[config.mk]
export PLATFORM = sky130hd
export DESIGN_NAME = cs_result_buffer
export DESIGN_NICKNAME = d
export VERILOG_FILES = /design/src/rtl/cs_pkg.sv /design/src/rtl/cs_fifo_core.sv /design/src/rtl/cs_result_buffer.sv
export SDC_FILE = /design/constraint.sdc
export NUM_CORES = 1
export LEC_CHECK = 0
export ABC_AREA = 1
export BUFFER_PORTS_ARGS = -buffer_cell sky130_fd_sc_hd__clkbuf_2
export CORE_MARGIN = 8
export CORE_UTILIZATION = 54
export DETAILED_ROUTE_END_ITERATION = 10
export PLACE_DENSITY = 0.76
export SLEW_MARGIN = 15
export SYNTH_ARGS = -nofsm -noshare
export SYNTH_HDL_FRONTEND = slang
export SYNTH_SLANG_ARGS = --single-unit
[constraint.sdc]
create_clock -name clk -period 3.5 [get_ports clk]
set_input_delay 0.7 -clock clk [delete_from_list [all_inputs] [get_ports clk]]
set_output_delay 0.7 -clock clk [all_outputs]
set_load 0.02 [all_outputs]
[src/rtl/cs_pkg.sv]
// Shared constants for the approximate-average filter chain.
// Used by the filter stage and its result buffer.
package cs_pkg;

  localparam int CS_DATA_W = 10;
  localparam int CS_WINDOW = 9;
  localparam int CS_WARMUP = CS_WINDOW - 1;

endpackage

[src/rtl/cs_fifo_core.sv]
// First-word-fall-through FIFO core with explicit level tracking.
// Flush empties the queue but leaves stored words in place.
module cs_fifo_core
  import cs_pkg::*;
#(
  parameter int DATA_W = CS_DATA_W,
  parameter int DEPTH  = 8,
  localparam int AW    = $clog2(DEPTH)
) (
  input  logic              clk,
  input  logic              reset,
  input  logic              flush_i,
  input  logic              push_i,
  input  logic              pop_i,
  input  logic [DATA_W-1:0] wdata_i,
  output logic [DATA_W-1:0] rdata_o,
  output logic [AW:0]       level_o,
  output logic              full_o,
  output logic              empty_o
);

  localparam logic [AW:0]   LVL_ONE  = 1;
  localparam logic [AW:0]   LVL_FULL = DEPTH[AW:0];
  localparam logic [AW-1:0] PTR_ONE  = 1;

  logic [DATA_W-1:0] mem_q [DEPTH];
  logic [AW-1:0]     wr_ptr_q, wr_ptr_d;
  logic [AW-1:0]     rd_ptr_q, rd_ptr_d;
  logic [AW:0]       level_q, level_d;
  logic              do_push, do_pop;

  assign full_o  = (level_q == LVL_FULL);
  assign empty_o = (level_q == '0);
  assign level_o = level_q;
  assign rdata_o = mem_q[rd_ptr_q];

  // A full FIFO still accepts a write when a pop frees a slot.
  assign do_pop  = pop_i & ~flush_i & ~empty_o;
  assign do_push = push_i & ~flush_i
                 & (~full_o | do_pop);

  // Next-state pointers and occupancy.
  always_comb begin
    wr_ptr_d = wr_ptr_q;
    rd_ptr_d = rd_ptr_q;
    level_d  = level_q;
    if (flush_i) begin
      wr_ptr_d = '0;
      rd_ptr_d = '0;
      level_d  = '0;
    end else begin
      if (do_push) wr_ptr_d = wr_ptr_q + PTR_ONE;
      if (do_pop)  rd_ptr_d = rd_ptr_q + PTR_ONE;
      unique case ({do_push, do_pop})
        2'b10:   level_d = level_q + LVL_ONE;
        2'b01:   level_d = level_q - LVL_ONE;
        default: level_d = level_q;
      endcase
    end
  end

  // Pointer and level registers.
  always_ff @(posedge clk or posedge reset) begin
    if (reset) begin
      wr_ptr_q <= '0;
      rd_ptr_q <= '0;
      level_q  <= '0;
    end else begin
      wr_ptr_q <= wr_ptr_d;
      rd_ptr_q <= rd_ptr_d;
      level_q  <= level_d;
    end
  end

  // Storage; cleared on reset so the head reads zero.
  always_ff @(posedge clk or posedge reset) begin
    if (reset) begin
      for (int i = 0; i < DEPTH; i++) mem_q[i] <= '0;
    end else if (do_push) begin
      mem_q[wr_ptr_q] <= wdata_i;
    end
  end

endmodule

[src/rtl/cs_result_buffer.sv]
// Result buffer behind the averaging filter: drops warm-up results,
// queues the rest and keeps sticky loss statistics.
module cs_result_buffer
  import cs_pkg::*;
#(
  parameter int DATA_W = CS_DATA_W,
  parameter int DEPTH  = 8,
  parameter int WARMUP = CS_WARMUP
) (
  input  logic                     clk,
  input  logic                     reset,
  input  logic                     flush,
  input  logic                     in_valid,
  input  logic [DATA_W-1:0]        in_data,
  output logic                     out_valid,
  input  logic                     out_ready,
  output logic [DATA_W-1:0]        out_data,
  output logic [$clog2(DEPTH):0]   level,
  output logic                     warm,
  output logic                     overflow,
  output logic [7:0]               drop_cnt
);

  localparam int CW = (WARMUP < 1) ? 1 : $clog2(WARMUP + 1);
  localparam logic [CW-1:0] W_MAX  = CW'(WARMUP);
  localparam logic [CW-1:0] W_ONE  = 1;
  localparam logic          W_RST  = (WARMUP == 0);

  logic [CW-1:0] cnt_q, cnt_d;
  logic          warm_q, warm_d;
  logic          ovf_q, ovf_d;
  logic [7:0]    drop_q, drop_d;
  logic          push, pop, full, empty, lost;

  assign push = in_valid & warm_q;
  assign pop  = out_valid & out_ready;
  assign lost = push & full & ~pop & ~flush;

  assign out_valid = ~empty;
  assign warm      = warm_q;
  assign overflow  = ovf_q;
  assign drop_cnt  = drop_q;

  cs_fifo_core #(
    .DATA_W (DATA_W),
    .DEPTH  (DEPTH)
  ) u_fifo (
    .clk     (clk),
    .reset   (reset),
    .flush_i (flush),
    .push_i  (push),
    .pop_i   (pop),
    .wdata_i (in_data),
    .rdata_o (out_data),
    .level_o (level),
    .full_o  (full),
    .empty_o (empty)
  );

  // Warm-up count saturates at WARMUP; flush restarts it.
  always_comb begin
    cnt_d = cnt_q;
    if (flush) begin
      cnt_d = '0;
    end else if (in_valid && cnt_q < W_MAX) begin
      cnt_d = cnt_q + W_ONE;
    end
    warm_d = (cnt_d == W_MAX);
  end

  // Loss statistics survive flush; only reset clears them.
  always_comb begin
    ovf_d  = ovf_q;
    drop_d = drop_q;
    if (lost) begin
      ovf_d = 1'b1;
      if (drop_q != 8'hFF) drop_d = drop_q + 8'd1;
    end
  end

  // Control and statistics registers.
  always_ff @(posedge clk or posedge reset) begin
    if (reset) begin
      cnt_q  <= '0;
      warm_q <= W_RST;
      ovf_q  <= 1'b0;
      drop_q <= '0;
    end else begin
      cnt_q  <= cnt_d;
      warm_q <= warm_d;
      ovf_q  <= ovf_d;
      drop_q <= drop_d;
    end
  end

endmodule

---- Word level (Yosys, flattened, before mapping) ----
Cells that the tools add are included.
Widths: inputs -> output; s select.
storage, ports and cells
  bits in registers ....................... 104
  input port bits ......................... 15
  output and inout bits ................... 25
  logic and storage cells ................. 67
operators by class
  add/subtract/negate cells ............... 6
  eq/ne operators ......................... 5
  bitwise logic cells ..................... 16
  reduce and logical (&&, ||, !) cells .... 7
  order comparisons ....................... 4
  muxes and demuxes ....................... 14
operators by type and width
  operator             count
  $bwmux 80            1
  $bmux 10 s3          1
  $demux 10 s3         1
  $mux 10              3
  $mux 3               4
  $mux 4               3
  $and 1x1->1          9
  $add 4x1->4 const B  2
  $add 8x1->8 const B  1
  $eq 4x4->1 const B   2
  $ge 4x4->1 const B   2
  $ne 8x8->1 const B   1
  $not 3->4            2
  $pmux 4 s2           1
  $add 3x1->3 const B  2
  $logic_not 4->1      1
  $lt 4x1->1 const B   1
  $lt 4x4->1 const B   1
  $not 1->1            4
  $reduce_bool 2->1    2
  $sub 4x1->4 const B  1
  $reduce_bool 3->1    1
  $eq 2x1->1 const B   1
  $eq 2x2->1 const B   1
  3 further kinds      4

---- Logic depth before layout (Yosys ltp) ----
  depth in word-level cells ............... 10
  mapped depth ............................ 12

---- Hierarchy ----
From an unflattened synthesis, not the netlist that was laid out.
unflattened totals
  cell total of the unflattened synthesis .. 628
  area, all modules ....................... 5311.3 µm²
by module, submodules not included
  module            cells each  area an instance (µm²)  instances
  cs_fifo_core      510         4495.6                  1
  cs_result_buffer  118         815.8                   1

---- Least setup slack after synthesis ----
Ideal clock, no wire load.
  kind .................................... register to output
  from .................................... reg u_fifo.rd_ptr_q[0]
  to ...................................... out out_data[0]
  buffers on the path ..................... 2
  slack ................................... 1.393 ns
  arrival ................................. 1.407 ns
  stages on the path, launching flop included .. 8
  cells stage by stage .................... dfrtp_1 > buf_2 > inv_2 > clkbuf_1 > o21ai_0 > o22ai_1 > nor2_1 > a31oi_1
between the ends
  word-level cells in the longest chain between the ends .. 4
RTL lines
  item                                         RTL line                RTL
  start: declaration                           cs_fifo_core.sv:28      logic [AW-1:0] rd_ptr_q, rd_ptr_d;
  start signal: assignment                     cs_fifo_core.sv:70      rd_ptr_q <= rd_ptr_d;
  $not 3->4 (implied by the code)              cs_fifo_core.sv:35      assign rdata_o = mem_q[rd_ptr_q];
  $bmux 10 s3                                  cs_fifo_core.sv:35
  $mux 10 (implied by the code) (2 in series)  cs_fifo_core.sv:35
  end: declaration                             cs_result_buffer.sv:17  output logic [DATA_W-1:0] out_data,
Every way passes these cells. The select of a mux whose other input is x is not followed.

---- Worst setup path in the final report ----
  from .................................... reg u_fifo.rd_ptr_q[1]
  to ...................................... out out_data[4]
Same word-level chain as after synthesis.

==> metrics.csv <==
metric,value,unit
path_clk_slew,100,ps
route.met3.wl,676,um
max-slew-margin-rel,40.01,%
ant_nets,0,
vias,4005,
dr_wl_met2,5052,um
stdcell_area,5255,um2
drive_above_1_share,12.23,%
rows,34,
worstSetupEndpointType,output port,
grt_pass1_vias,3786,
synthFlopType,dfrtp_1,
synth.avg_cell_area,8.288,um2
cts_tree,yes,
hold_viol,0,
crit_type,flip-flop to output port,
h-tree-depth,3,
ys_warn_count,0,
io_buffers,39,
n_fill_cell,731,
track_usage,17.86,%
grt_setup_unrepaired,false,
hold_buffers,0,
p_per_area,535.8,nW/um2
drtPass1Iterations,7,
cts_root_buf,clkbuf_8,
synth_seq_cells,104,
max_cap_viol_count,0,
syn_area,4832,um2
clk_latency,380,ps
fin_nets,629,
post_cts_resized,0,
required,2800,ps
place.gp.congestion,0.8387,
synth_edf_count,0,
grt_overflow_total,0,
fp.dieH,110.6,um
antennaDiodeCount,0,
ios,40,
cts_buffers,9,
setup_ws,518.1,ps
period_needed,2982,ps
path_max_fanout,23,
hold_slack,332.3,ps
fmax,335.4,MHz
antenna_found_initial,0,
cts_sinks,104,
dieArea,12230,um2
start_util,55.41,%
startpoint_type,flip-flop,
syn_inst,583,
tns,0,ps
met1Wirelength,5027,um
worstMarginPinSlew,897.3,ps
place_ws,942.3,ps
status,"complete, no violations",
setup-violations-final,0,
highest_layer,met4,
hold_class,primary input to asynchronous set/reset pin,
first_iter_violations,333,
post_cts_buffers,0,
vias_per_cell,5.555,
ir_drop,0.0003414,V
async_flop_share,100.0,%
finClkSkew,9.931,ps
wl,10940,um
slew_violations,0,
reg2regPathDepth,6,
clk_path_buf_depth,2,
drc,0,
period_share,85.20,%
wl_per_cell,15.17,um
area_growth,8.752,%
dpl.hpwl,7344,um
yosysUniqueCellTypes,28,
synth_fp_nets,604,
fp.coreArea,8721,um2
p_leak,2.517,nW
dieWidth,110.6,um
arrival,2280,ps
grt_pass1_wl,18210,um
placed_cell_area,5081,um2
ys_seq_area_share,53.86,%
grt_max_degree,66,
[power by group]
group / switching [mW] / total, mW / internal [mW]
Combinational: 0.577 / 0.841 / 0.264
Clock: 0.432 / 0.698 / 0.266
Sequential: 0.0378 / 1.28 / 1.24
[worst paths after layout]
path                       slack (ps)                end               start
max                               520        out_data[4]  u_fifo.rd_ptr_q[1]
min                               330  u_fifo.level_o[1]               reset
max reg2reg                      1460    u_fifo.mem_q[7]   u_fifo.level_o[0]
min reg2reg                       480           overflow            overflow
max in group asynchronous        2440   u_fifo.mem_q[63]               reset
min in group clk                  480           overflow            overflow
[cells in the final DEF, fill, tap and decap left out, types with 2 or more instances in the layout]
cell type	Yosys	layout
a31oi_1	10	10
nor3_1	3	3
clkbuf_2	0	39
o22ai_1	10	10
clkinvlp_4	0	3
nand2_2	3	3
ha_1	6	6
inv_2	4	4
nor2_2	4	4
o21ai_1	69	69
clkbuf_1	11	2
xor2_1	7	7
nor2_1	85	85
dfrtp_1	104	104
nand2_1	111	111
o21ai_0	61	61
clkbuf_8	0	9
xnor2_1	2	2
nand3_1	14	14
buf_4	0	5
nand4_1	5	5
inv_1	40	39
a21oi_1	6	6
[cell type report]
type                    instances  area [um2]  share of cell area (%)
clock buffers                  11       131.4                   2.500
multi-input cells             404        1923                   36.60
repair buffers                 45       252.7                   4.810
clock inverters                 5       42.54                  0.8095
inverters                      44       167.7                   3.190
flip-flops and latches        104        2603                   49.52
well taps                     108       135.1                   2.571
[layer usage]
metal,up-vias,GRT usage (%)
li1,1960,-
met1,1904,23.25
met5,-,0
met4,0,6.216
met3,15,4.870
met2,126,27.90
[critical path, cell delays in order, from the launching register on]
cell	delay (ps)
dfrtp_1	370
buf_4	210
inv_1	450
o21ai_0	180
o22ai_1	140
nor2_1	60
a31oi_1	270
clkbuf_2	230
[synth_stat cells (2+ instances only)]
master | instances | area, um2
o21ai_0 | 61 | 305.3
dfrtp_1 | 104 | 2603
inv_1 | 40 | 150.1
o22ai_1 | 10 | 62.56
nand3_1 | 14 | 70.07
ha_1 | 6 | 75.07
nand2_2 | 3 | 18.77
nand2_1 | 111 | 416.7
xnor2_1 | 2 | 17.52
o21ai_1 | 69 | 345.3
buf_2 | 20 | 100.1
xor2_1 | 7 | 61.31
a31oi_1 | 10 | 62.56
a21oi_1 | 6 | 30.03
nor2_2 | 4 | 25.02
clkbuf_1 | 11 | 41.29
nor3_1 | 3 | 15.01
inv_2 | 4 | 15.01
nand4_1 | 5 | 31.28
nor2_1 | 85 | 319.1
[flip-flops by register name (all words and copies together) (netlist names)]
signal,cells
u_fifo.level_o,4
u_fifo.mem_q,80
overflow,1
u_fifo.wr_ptr_q,3
drop_cnt,8
warm,1
u_fifo.rd_ptr_q,3
cnt_q,4
[per-stage QoR]
| stage | total power [mW] | cells | util, % |
|---|---|---|---|
| 2_1_floorplan | 1.908 | 583 | - |
| 3_3_place_gp | 2.120 | 705 | 58.26 |
| 3_5_place_dp | 2.140 | 705 | 58.26 |
| 4_1_cts | 2.822 | 721 | 60.26 |
| 5_1_grt | 2.965 | 721 | 60.26 |
| 6_report | 2.815 | 721 | 60.26 |
[logic make-up after synthesis]
logic type,count (synthesis),share of synthesized area (%)
AND/OR/NAND/NOR,229,19.26
AO/OA/AOI/OAI,160,17.35
flip-flops,104,53.86
buffers and inverters,75,6.344
XOR/XNOR,9,1.631
adder cells (fa/ha/maj),6,1.554
No activity file was read; power rests on OpenSTA's default activity.
